**config.mk**
```make
export PLATFORM = sky130hd
export DESIGN_NAME = vga_pattern_gen
export DESIGN_NICKNAME = d
export VERILOG_FILES = /design/src/rtl/vga_pkg.sv /design/src/rtl/vga_box_mover.sv /design/src/rtl/vga_pattern_gen.sv
export SDC_FILE = /design/constraint.sdc
export NUM_CORES = 1
export LEC_CHECK = 0
export CORE_ASPECT_RATIO = 1.2
export CORE_MARGIN = 4
export CORE_UTILIZATION = 25
export DETAILED_ROUTE_END_ITERATION = 8
export PLACE_DENSITY = 0.4
export REMOVE_ABC_BUFFERS = 1
export SETUP_SLACK_MARGIN = 0.05
export SKIP_LAST_GASP = 1
export SYNTH_ARGS = -nofsm -noshare
export SYNTH_HDL_FRONTEND = slang
export SYNTH_HIERARCHICAL = 1
export SYNTH_SLANG_ARGS = --single-unit
```
**constraint.sdc**
```tcl
create_clock -name clk_pixel -period 2.27 [get_ports clk_pixel]
set_input_delay 0.227 -clock clk_pixel [delete_from_list [all_inputs] [get_ports clk_pixel]]
set_output_delay 0.227 -clock clk_pixel [all_outputs]
set_load 0.02 [all_outputs]
```
**src/rtl/vga_pkg.sv**
```systemverilog
// Shared types, colour constants and 640x480 timing constants for the VGA pattern generator.
// The optional grid overlay in vga_pattern_gen is enabled by defining VGA_PATTERN_GRID_EN.
package vga_pkg;

    typedef enum logic [1:0] {
        SOLID   = 2'd0,
        BARS    = 2'd1,
        CHECKER = 2'd2,
        BOX     = 2'd3
    } pattern_e;

    typedef enum logic {RIGHT = 1'b0, LEFT = 1'b1} dx_e;
    typedef enum logic {DOWN = 1'b0, UP = 1'b1} dy_e;

    typedef struct packed {
        dx_e dx;
        dy_e dy;
    } box_dir_t;

    typedef struct packed {
        logic [3:0] r;
        logic [3:0] g;
        logic [3:0] b;
    } rgb_t;

    localparam rgb_t COL_BLACK   = 12'h000;
    localparam rgb_t COL_WHITE   = 12'hFFF;
    localparam rgb_t COL_YELLOW  = 12'hFF0;
    localparam rgb_t COL_CYAN    = 12'h0FF;
    localparam rgb_t COL_GREEN   = 12'h0F0;
    localparam rgb_t COL_MAGENTA = 12'hF0F;
    localparam rgb_t COL_RED     = 12'hF00;
    localparam rgb_t COL_BLUE    = 12'h00F;

    localparam int unsigned TIMING_H_VISIBLE = 640;
    localparam int unsigned TIMING_H_FRONT   = 16;
    localparam int unsigned TIMING_H_SYNC    = 96;
    localparam int unsigned TIMING_H_BACK    = 48;
    localparam int unsigned TIMING_H_TOTAL   = 800;
    localparam int unsigned TIMING_V_VISIBLE = 480;
    localparam int unsigned TIMING_V_FRONT   = 10;
    localparam int unsigned TIMING_V_SYNC    = 2;
    localparam int unsigned TIMING_V_BACK    = 33;
    localparam int unsigned TIMING_V_TOTAL   = 525;

    // One bounce-axis step; returns {moving_back, new_pos}. 12-bit math avoids overflow.
    function automatic logic [11:0] axis_step(input logic [10:0] pos, input logic back,
                                              input logic [10:0] max, input logic [10:0] step);
        logic [11:0] p;
        logic [11:0] m;
        logic [11:0] s;
        logic [11:0] r;
        p = {1'b0, pos};
        m = {1'b0, max};
        s = {1'b0, step};
        if (!back) begin
            if (p + s >= m) r = {1'b1, m[10:0]};
            else            r = {1'b0, 11'(p + s)};
        end else begin
            if (p <= s) r = {1'b0, 11'd0};
            else        r = {1'b1, 11'(p - s)};
        end
        return r;
    endfunction

    function automatic rgb_t bar_colour(input logic [2:0] idx);
        rgb_t c;
        unique case (idx)
            3'd0: c = COL_WHITE;
            3'd1: c = COL_YELLOW;
            3'd2: c = COL_CYAN;
            3'd3: c = COL_GREEN;
            3'd4: c = COL_MAGENTA;
            3'd5: c = COL_RED;
            3'd6: c = COL_BLUE;
            default: c = COL_BLACK;
        endcase
        return c;
    endfunction

endpackage

```
**src/rtl/vga_box_mover.sv**
```systemverilog
// Bouncing-box position and direction, advanced once per frame start.
module vga_box_mover
    import vga_pkg::*;
#(
    parameter int unsigned H_VISIBLE = TIMING_H_VISIBLE,
    parameter int unsigned V_VISIBLE = TIMING_V_VISIBLE,
    parameter int unsigned BOX_SIZE  = 32,
    parameter int unsigned BOX_STEP  = 2
) (
    input  logic        clk_pixel,
    input  logic        reset,
    input  logic        frame_start,
    output logic [10:0] box_x,
    output logic [10:0] box_y
);

    localparam logic [10:0] X_MAX = 11'(H_VISIBLE - BOX_SIZE);
    localparam logic [10:0] Y_MAX = 11'(V_VISIBLE - BOX_SIZE);
    localparam logic [10:0] STEP  = 11'(BOX_STEP);

    logic [10:0] x_q, x_d, y_q, y_d;
    box_dir_t    dir_q, dir_d;
    logic [11:0] x_nxt, y_nxt;

    always_ff @(posedge clk_pixel) begin
        if (reset) begin
            x_q   <= '0;
            y_q   <= '0;
            dir_q <= '{dx: RIGHT, dy: DOWN};
        end else begin
            x_q   <= x_d;
            y_q   <= y_d;
            dir_q <= dir_d;
        end
    end

    always_comb begin
        x_nxt = axis_step(x_q, dir_q.dx == LEFT, X_MAX, STEP);
        y_nxt = axis_step(y_q, dir_q.dy == UP, Y_MAX, STEP);
        x_d   = x_q;
        y_d   = y_q;
        dir_d = dir_q;
        if (frame_start) begin
            x_d      = x_nxt[10:0];
            y_d      = y_nxt[10:0];
            dir_d.dx = x_nxt[11] ? LEFT : RIGHT;
            dir_d.dy = y_nxt[11] ? UP : DOWN;
        end
    end

    always_comb begin
        box_x = x_q;
        box_y = y_q;
    end

endmodule

```
**src/rtl/vga_pattern_gen.sv**
```systemverilog
// Test-pattern generator: two-stage pipeline from timing inputs to registered RGB and syncs.
// Define VGA_PATTERN_GRID_EN to overlay a white 64-pixel grid on every pattern.
module vga_pattern_gen
    import vga_pkg::*;
#(
    parameter int unsigned H_VISIBLE   = TIMING_H_VISIBLE,
    parameter int unsigned V_VISIBLE   = TIMING_V_VISIBLE,
    parameter int unsigned BOX_SIZE    = 32,
    parameter int unsigned BOX_STEP    = 2,
    parameter logic        SYNC_ACTIVE = 1'b0
) (
    input  logic        clk_pixel,
    input  logic        reset,
    input  logic        in_hsync,
    input  logic        in_vsync,
    input  logic        in_active,
    input  logic [10:0] in_x,
    input  logic [10:0] in_y,
    input  logic [1:0]  pattern_sel,
    output logic        vga_horizontal_sync,
    output logic        vga_vertical_sync,
    output logic [3:0]  vga_r,
    output logic [3:0]  vga_g,
    output logic [3:0]  vga_b,
    output logic [7:0]  frame_count
);

    localparam int unsigned BAR_W = H_VISIBLE / 8;

    logic        vsync_q;
    logic        vsync_seen_q;
    logic        frame_start;
    pattern_e    pattern_q;
    logic [10:0] box_x, box_y;

    logic        s1_hsync, s1_vsync, s1_active;
    logic [10:0] s1_x, s1_y;
    logic [2:0]  bar_idx;
    logic        in_box;
    rgb_t        pix_rgb;

    // vsync_seen_q blocks a false edge when reset releases while vsync is already active.
    assign frame_start = vsync_seen_q && (in_vsync == SYNC_ACTIVE) && (vsync_q != SYNC_ACTIVE);

    always_ff @(posedge clk_pixel) begin
        if (reset) begin
            vsync_q      <= ~SYNC_ACTIVE;
            vsync_seen_q <= 1'b0;
            pattern_q    <= SOLID;
            frame_count  <= '0;
        end else begin
            vsync_q      <= in_vsync;
            vsync_seen_q <= 1'b1;
            if (frame_start) begin
                pattern_q   <= pattern_e'(pattern_sel);
                frame_count <= frame_count + 8'd1;
            end
        end
    end

    vga_box_mover #(
        .H_VISIBLE (H_VISIBLE),
        .V_VISIBLE (V_VISIBLE),
        .BOX_SIZE  (BOX_SIZE),
        .BOX_STEP  (BOX_STEP)
    ) u_box_mover (
        .clk_pixel   (clk_pixel),
        .reset       (reset),
        .frame_start (frame_start),
        .box_x       (box_x),
        .box_y       (box_y)
    );

    always_ff @(posedge clk_pixel) begin
        if (reset) begin
            s1_hsync  <= ~SYNC_ACTIVE;
            s1_vsync  <= ~SYNC_ACTIVE;
            s1_active <= 1'b0;
            s1_x      <= '0;
            s1_y      <= '0;
        end else begin
            s1_hsync  <= in_hsync;
            s1_vsync  <= in_vsync;
            s1_active <= in_active;
            s1_x      <= in_x;
            s1_y      <= in_y;
        end
    end

    always_comb begin
        bar_idx = 3'd0;
        for (int i = 1; i < 8; i++) begin
            if (s1_x >= 11'(i * BAR_W)) bar_idx = 3'(i);
        end
    end

    always_comb begin
        in_box = ({1'b0, s1_x} >= {1'b0, box_x}) &&
                 ({1'b0, s1_x} < ({1'b0, box_x} + 12'(BOX_SIZE))) &&
                 ({1'b0, s1_y} >= {1'b0, box_y}) &&
                 ({1'b0, s1_y} < ({1'b0, box_y} + 12'(BOX_SIZE)));
    end

    always_comb begin
        pix_rgb = COL_BLACK;
        if (s1_active) begin
            unique case (pattern_q)
                SOLID:   pix_rgb = COL_MAGENTA;
                BARS:    pix_rgb = bar_colour(bar_idx);
                CHECKER: pix_rgb = (s1_x[5] ^ s1_y[5]) ? COL_WHITE : COL_BLACK;
                BOX:     pix_rgb = in_box ? COL_WHITE : COL_BLUE;
                default: pix_rgb = COL_BLACK;
            endcase
`ifdef VGA_PATTERN_GRID_EN
            if (s1_x[5:0] == 6'd0 || s1_y[5:0] == 6'd0) pix_rgb = COL_WHITE;
`endif
        end
    end

    always_ff @(posedge clk_pixel) begin
        if (reset) begin
            vga_horizontal_sync <= ~SYNC_ACTIVE;
            vga_vertical_sync   <= ~SYNC_ACTIVE;
            vga_r               <= '0;
            vga_g               <= '0;
            vga_b               <= '0;
        end else begin
            vga_horizontal_sync <= s1_hsync;
            vga_vertical_sync   <= s1_vsync;
            vga_r               <= pix_rgb.r;
            vga_g               <= pix_rgb.g;
            vga_b               <= pix_rgb.b;
        end
    end

endmodule

```
==> impl_metrics.tcl <==
set metrics [dict create \
    rows 53 \
    tightest_slew_ps 680.6 \
    cpPeakStageDelay_ps 680 \
    die_area_um2 19870 \
    timing.final.crit_period_ps 2134 \
    cts_buffers 9 \
    core_area_um2 17440 \
    cp_data_arrival_time_ps 2360 \
    place_ws_ps -31.76 \
    place_hpwl_um 9410 \
    nNetsFinal 697 \
    synth_edf_count 0 \
    crit_slowest_cell "or4_1" \
    drive_gt1_share_pct 13.81 \
    vdd_drop_max_mv 0.3404 \
    crit_buf_inv 1 \
    fin_crit_sh_pct 94.00 \
    path_delay_family "compound AO/OA/AOI/OAI gates" \
    reg2regPathDepth 7 \
    status "finished clean" \
    utilization_pct 33.03 \
    crit_type "flip-flop to flip-flop" \
    antenna_found_initial 0 \
    p_int_w 0.002514 \
    route.detailed.drc 0 \
    ioPinCount 51 \
    synth-seq-area-share_pct 28.56 \
    viasPerCell 4.873 \
    hold_viol 0 \
    root_buffer "clkbuf_16" \
    via_count 4142 \
    synthFlopType "dfxtp_1" \
    hold_class "input pin to flip-flop" \
    critPathRequiredTime_ps 2490 \
    place.gp.congestion 0.8510 \
    start_util_pct 25.32 \
    setup_violations 0 \
    grtUsageTotal_pct 13.05 \
    setup_slack_ps 136.2 \
    maxCapViolations 0 \
    end_kind "flip-flop" \
    ys_async_sr_fraction_pct 0 \
    htreeDepth 3 \
    grt_max_degree 63 \
    grt_pass1_vias 4280 \
    grt.overflow.total 0 \
    ant_nets 0 \
    holdPathStages 4 \
    slew_viol_final 0 \
    max_slew_margin_pct 54.57 \
    combPwrFrac_pct 18.0 \
    synth_area_um2 4417 \
    grt_pass1_wl_um 20880 \
    n_antenna_cell 0 \
    dr.pass1.iters 4 \
    die_h_um 153.6 \
    setup-tns-final_ps 0 \
    crit_path_start_kind "flip-flop" \
    p_per_area_nw_per_um2 594.6 \
    path_depth 7 \
    clk_latency_ps 330 \
    leakage_nw 2.213 \
    fmax_mhz 468.6 \
    avgSynthCellArea_um2 7.930 \
    rsz0062_at_grt "true" \
    syn2layout_area_growth_pct 30.42 \
    ys.warnings.count 6 \
    cts_tree "built" \
    crit_chain "or4_1 -> o41ai_4 -> buf_4 -> a31oi_1 -> a21oi_1 -> nor2_1 -> o221a_2" \
    p_sw_share_pct 26.60 \
    power.switching_w 0.0009112 \
    post_drt_wl_per_cell_um 15.01 \
    drt-initial-drc-count 148 \
    cp_max_fo 7 \
    pwr-share-clk_pct 46.7 \
    fin_skew_ps 3.028 \
    pwr-share-seq_pct 35.3 \
    clkSinkCount 63 \
    ys_types 65 \
    ys_ff_latch 63 \
    die_w_um 129.3 \
    port_buffers 50 \
    cts_buffer_depth 2 \
    clkSlewWorstSetupHoldPaths_ps 60 \
    routed_wirelength_um 12760 \
    syn_inst 557 \
]
power by group through the flow:
stage / sequential (W) / clock [W] / combinational, W
floorplan: 0.00125 / 0 / 0.000336
global placement: 0.00123 / 0 / 0.000606
detailed placement: 0.00123 / 0 / 0.000606
CTS: 0.00121 / 0.00166 / 0.000611
global route: 0.00122 / 0.00170 / 0.000694
finish: 0.00121 / 0.00160 / 0.000617
cell usage in the layout, fill, tap and decap left out, drive strengths merged, types with 3 or more instances in the layout:
cell           count
nand2b             8
ha                43
bufinv             3
clkdlybuf4s50     49
or2                5
o31a               3
a21oi             41
clkinv             3
a21o               4
nor2b             27
nor3              17
or3                4
nand4             12
a211oi            12
a31oi              7
and3               8
o221ai             5
a2bb2oi            3
nor4               6
o22ai              4
nand3             19
nor2              43
o21ai             29
xor2              10
o211ai             4
buf               45
o41ai              3
o31ai              6
inv               47
mux2i              5
dfxtp             63
xnor2             14
nand2             33
clkbuf            10
o2111ai            3
repair_timing:
item,4_1_cts,5_1_grt
gates resized for setup,2,13
pin swaps,2,3
hold buffers,0,0
setup endpoints to repair,2,16
endpoints found under the hold margin,0,0
setup buffers,0,1
synth_stat cells, drive strengths merged (7+ instances only):
library cell / count / area share, %
dfxtp: 63 / 29
inv: 47 / 4.0
ha: 43 / 12
nor2: 43 / 3.8
a21oi: 41 / 4.6
nand2: 33 / 2.8
o21ai: 29 / 3.3
nor2b: 27 / 3.8
buf: 20 / 3.0
nand3: 19 / 2.2
clkbuf: 18 / 1.5
nor3: 17 / 1.9
xnor2: 14 / 2.8
a211oi: 12 / 2.2
nand4: 12 / 1.7
xor2: 10 / 2.0
and3: 8 / 1.2
nand2b: 8 / 1.1
a31oi: 7 / 0.99
area by class of cell:
| type | instances | area [µm²] |
|---|---|---|
| Clock inverter | 6 | 108.9 |
| Inverter | 47 | 176.4 |
| Clock buffer | 10 | 229.0 |
| Multi-Input combinational cell | 410 | 2826 |
| Timing Repair Buffer | 94 | 875.8 |
| Sequential cell | 63 | 1269 |
| Fill cell | 1841 | 11680 |
| Tap cell | 220 | 275.3 |
per-layer routing:
metal  vias up  global-route usage [%]  share of wire [%]
met5         -                       0                  0
met4         0                   6.303                3.1
met3        23                   2.293                3.7
met2        78                   22.28                 49
met1      1930                   15.63                 45
li1       2111                       -                  -
logic make-up (layout without fill, tap and decap cells):
group                    after synthesis  after routing  share of synthesized area, %
AO/OA/AOI/OAI                        143            143                         22.07
buffers and inverters                 85            157                         8.527
XOR/XNOR                              24             24                         4.759
adder cells (fa/ha/maj)               44             44                         12.41
AND/OR/NAND/NOR                      191            191                         22.21
flip-flops                            63             63                         28.56
other                                  1              2                       0.08490
multiplexers                           6              6                         1.388
worst paths after layout:
path / startpoint / slack, ps / to
max: u_box_mover/box_x[6] / 140 / u_box_mover/box_x[7]
min: reset / 300 / vga_g[2]
max reg2reg: u_box_mover/box_x[6] / 140 / u_box_mover/box_x[7]
min reg2reg: s1_hsync / 410 / vga_horizontal_sync
worst register-to-register path, stage by stage, from the launching register on:
cell and delay, ps:
dfxtp_2 350, or4_1 680, o41ai_4 400, buf_4 190
a31oi_1 80, a21oi_1 150, nor2_1 50, o221a_2 130
metrics by stage:
| step | instances | power [W] | cell area [µm²] | hold slack, ps |
|---|---|---|---|---|
| after floorplan | 520 | 0.001581 | 4220 | 296.1 |
| after global placement | 833 | 0.001838 | 5364 | 400.3 |
| after detailed placement | 833 | 0.001838 | 5364 | 398.4 |
| after CTS | 849 | 0.003484 | 5708 | 284.4 |
| after global routing | 850 | 0.003607 | 5761 | 331.5 |
| final | 850 | 0.003425 | 5761 | 296.6 |
flip-flops by register name, indices dropped and copies added (netlist names):
signal and cells:
s1_x 11, vga_horizontal_sync 1, s1_vsync 1, pattern_q 2, vga_r 1, s1_active 1, s1_y 11, s1_hsync 1
vga_b 1, vsync_seen_q 1, vga_g 1, frame_count 8, u_box_mover/dir_q 2, u_box_mover/box_y 10, u_box_mover/box_x 10, vga_vertical_sync 1
(Power assumes the default switching activity.)
==> edit (same settings) <==
Build with the macro `VGA_PATTERN_GRID_EN` defined.
--- a/src/rtl/vga_pattern_gen.sv
+++ b/src/rtl/vga_pattern_gen.sv
@@ -1,5 +1,7 @@
 // Test-pattern generator: two-stage pipeline from timing inputs to registered RGB and syncs.
 // Define VGA_PATTERN_GRID_EN to overlay a white 64-pixel grid on every pattern.
+`define VGA_PATTERN_GRID_EN
+
 module vga_pattern_gen
     import vga_pkg::*;
 #(
Function: changed (Yosys sat finds a counterexample within 4 cycles, from zero or initial values and one cycle with reset high).
==> edit against the original RTL <==
- combinational power increased by 7.9%
- clock skew increased by 0.0048 ns
- area after synthesis increased by 0.14%
- sequential cell count unchanged
- maximum frequency decreased by 0.52%
- setup slack got worse by 0.011 ns
- total power decreased by 4.8%
- final area increased by 2.6%
- utilization increased by 0.85 points
- first-iteration DRC count increased by 16%
- routed wire length increased by 4.3%
- critical path type unchanged
==> edit: results (changes against the original RTL) <==
* ANT nets after route at 0 (unchanged)
* Worst hold path class: in2reg (unchanged)
* Top cells by area, synth: dfxtp_1, ha_1, nor2b_1 (was dfxtp_1, ha_1, a21oi_1)
* Total Nets Final at 704 (was 697)
* Min Hold Slack at 0.332 ns (was 0.297 ns)
* R2r worst-path depth at 9 (was 7)
* Diodes inserted at 0 (unchanged)
* Reg-to-Reg Start: u_box_mover/box_y[7] (was u_box_mover/box_x[6])
* Predominant post-synthesis flop cell: dfxtp_1 (unchanged)
* Clock-pin slew on the worst setup and hold paths at 0.06 ns (about the same)
* Slew headroom at 0.604 (was 0.546)
* Leak at 0.00227 uW (was 0.00221 uW)
* Post-synth cell types at 66 (was 65)
* Clock root buffer: clkbuf_16 (unchanged)
* Register-to-register path setup slack at 0.13 ns
* Startpoint Class: register (unchanged)
* GRT Resource Usage Total at 0.138 (was 0.130)
* EDFF count, synth at 0 (unchanged)
* Synth Area in Adders at 0.124 (about the same)
* Met3 usage at 0.0288 (was 0.0229)
* Pin count of the biggest net entering global routing at 63 (unchanged)
* Final Skew at 0.00779 ns (was 0.00303 ns)
* Synth Area in Compound Gates at 0.216 (was 0.221)
* Multiplexer share of the synthesized area at 0.0139 (about the same)
* Post-synth top cells: dfxtp_1, ha_1, inv_1 (was dfxtp_1, inv_1, ha_1)
* Hold Startpoint: reset (unchanged)
* H-tree Lvls at 3 (unchanged)
* Post-DP Area at 5400 sq um (was 5360 sq um)
* Met1 Track Usage GR at 0.161 (was 0.156)
* RD Place Congestion at 0.824 (was 0.851)
* VDD IR max at 233 uV (was 340 uV)
* Routed met3 length at 364 um (was 474 um)
* Status: completed (unchanged)
* Input/output buffers at 50 (unchanged)
* Post-DP HPWL at 9.98 mm (was 9.41 mm)
* DR iter-0 viols at 171 (was 148)
* CP Max Fanout at 11 (was 7)
* Synth Area in XOR/XNOR at 0.0495 (was 0.0476)
* Vias in the first global route at 4229 (was 4280)
* First-pass GRT wire length at 21.7 mm (was 20.9 mm)
* R2r endpoint: u_box_mover/box_y[7] (was u_box_mover/box_x[7])
* WP data arrival at 2.36 ns (about the same)
* Number of buffers on the longest clock path at 2 (unchanged)
* Worst setup EP type: register (unchanged)
* Share of cells above drive strength 1 at 0.171 (was 0.138)
* Met2 Track Usage GR at 0.241 (was 0.223)
* Vias per cell at 4.93 (was 4.87)
* CTS buffer count at 9 (unchanged)
* Async SR Flop Fraction at 0 (unchanged)
* Worst skew pair latency at 0.34 ns
* M1 WL at 5.69 mm (was 5.70 mm)
* WL/cell at 15.5 um (was 15.0 um)
* DR pass1 iterations at 4 (unchanged)
* Post-synthesis sequential area ratio at 0.285 (was 0.286)
* Hold path cells at 3 (was 4)
* DR WL met2 at 6.92 mm (was 6.19 mm)
* Hold endpoint: vsync_seen_q (was vga_g[2])
* Ys Warns at 6 (unchanged)
-- edit: cell count changes in the layout (fill, tap and decap cells not counted), sizes merged, moves of 3 or more --
cell / delta
a21o: +3
buf: +9
o21ai: -6
inv: -4
a21oi: -6
nand2: +3
a31oi: +3
-- edit: cell type report --
| cell class | count | area, sq um |
|---|---|---|
| clock buffer | 10 | 229 |
| clock inverter | 6 | 61.3 |
| fill | 1814 | 11500 |
| inverter | 43 | 164 |
| multi-input combinational | 412 | 2960 |
| sequential | 63 | 1280 |
| tap | 220 | 275 |
| timing repair buffer | 103 | 938 |
-- edit: critical path, stage by stage (launching register included) --
cell,delay (ns)
dfxtp_4,0.36
buf_4,0.13
buf_4,0.16
or3_4,0.38
nand2b_4,0.16
o31ai_4,0.28
buf_6,0.17
nor2_1,0.05
o31ai_1,0.22
a211oi_1,0.10
-- edit: what timing repair did --
item | 4_1_cts | 5_1_grt
gates resized for setup | 6 | 40
setup buffers | 0 | 5
endpoints found under the setup margin | 3 | 16
pin swaps | 0 | 20
-- edit: cells by family (layout without fill, tap and decap cells) --
logic type | after synthesis | in the layout
simple gates | 197 | 197
other cells | 1 | 2
buf+inv | 81 | 162
fa+ha+maj | 44 | 44
xor+xnor | 25 | 25
flops | 63 | 63
compound gates | 138 | 138
mux | 6 | 6
-- edit: metrics by stage --
stage	TNS [ns]	total power, uW	setup WS (ns)	instances
floorplan	-0.121	1590	-0.0603	518
global placement	-0.0121	1860	-0.00666	836
detailed placement	-0.0817	1860	-0.0530	836
CTS	0	3280	0.0286	852
global route	-0.0421	3440	-0.0346	857
finish	0	3260	0.125	857
-- edit: power by group --
group | leakage (uW) | internal, uW | switching, uW
registers | 0.000522 | 1150 | 58.1
logic | 0.00161 | 324 | 342
clock network | 0.000142 | 846 | 539
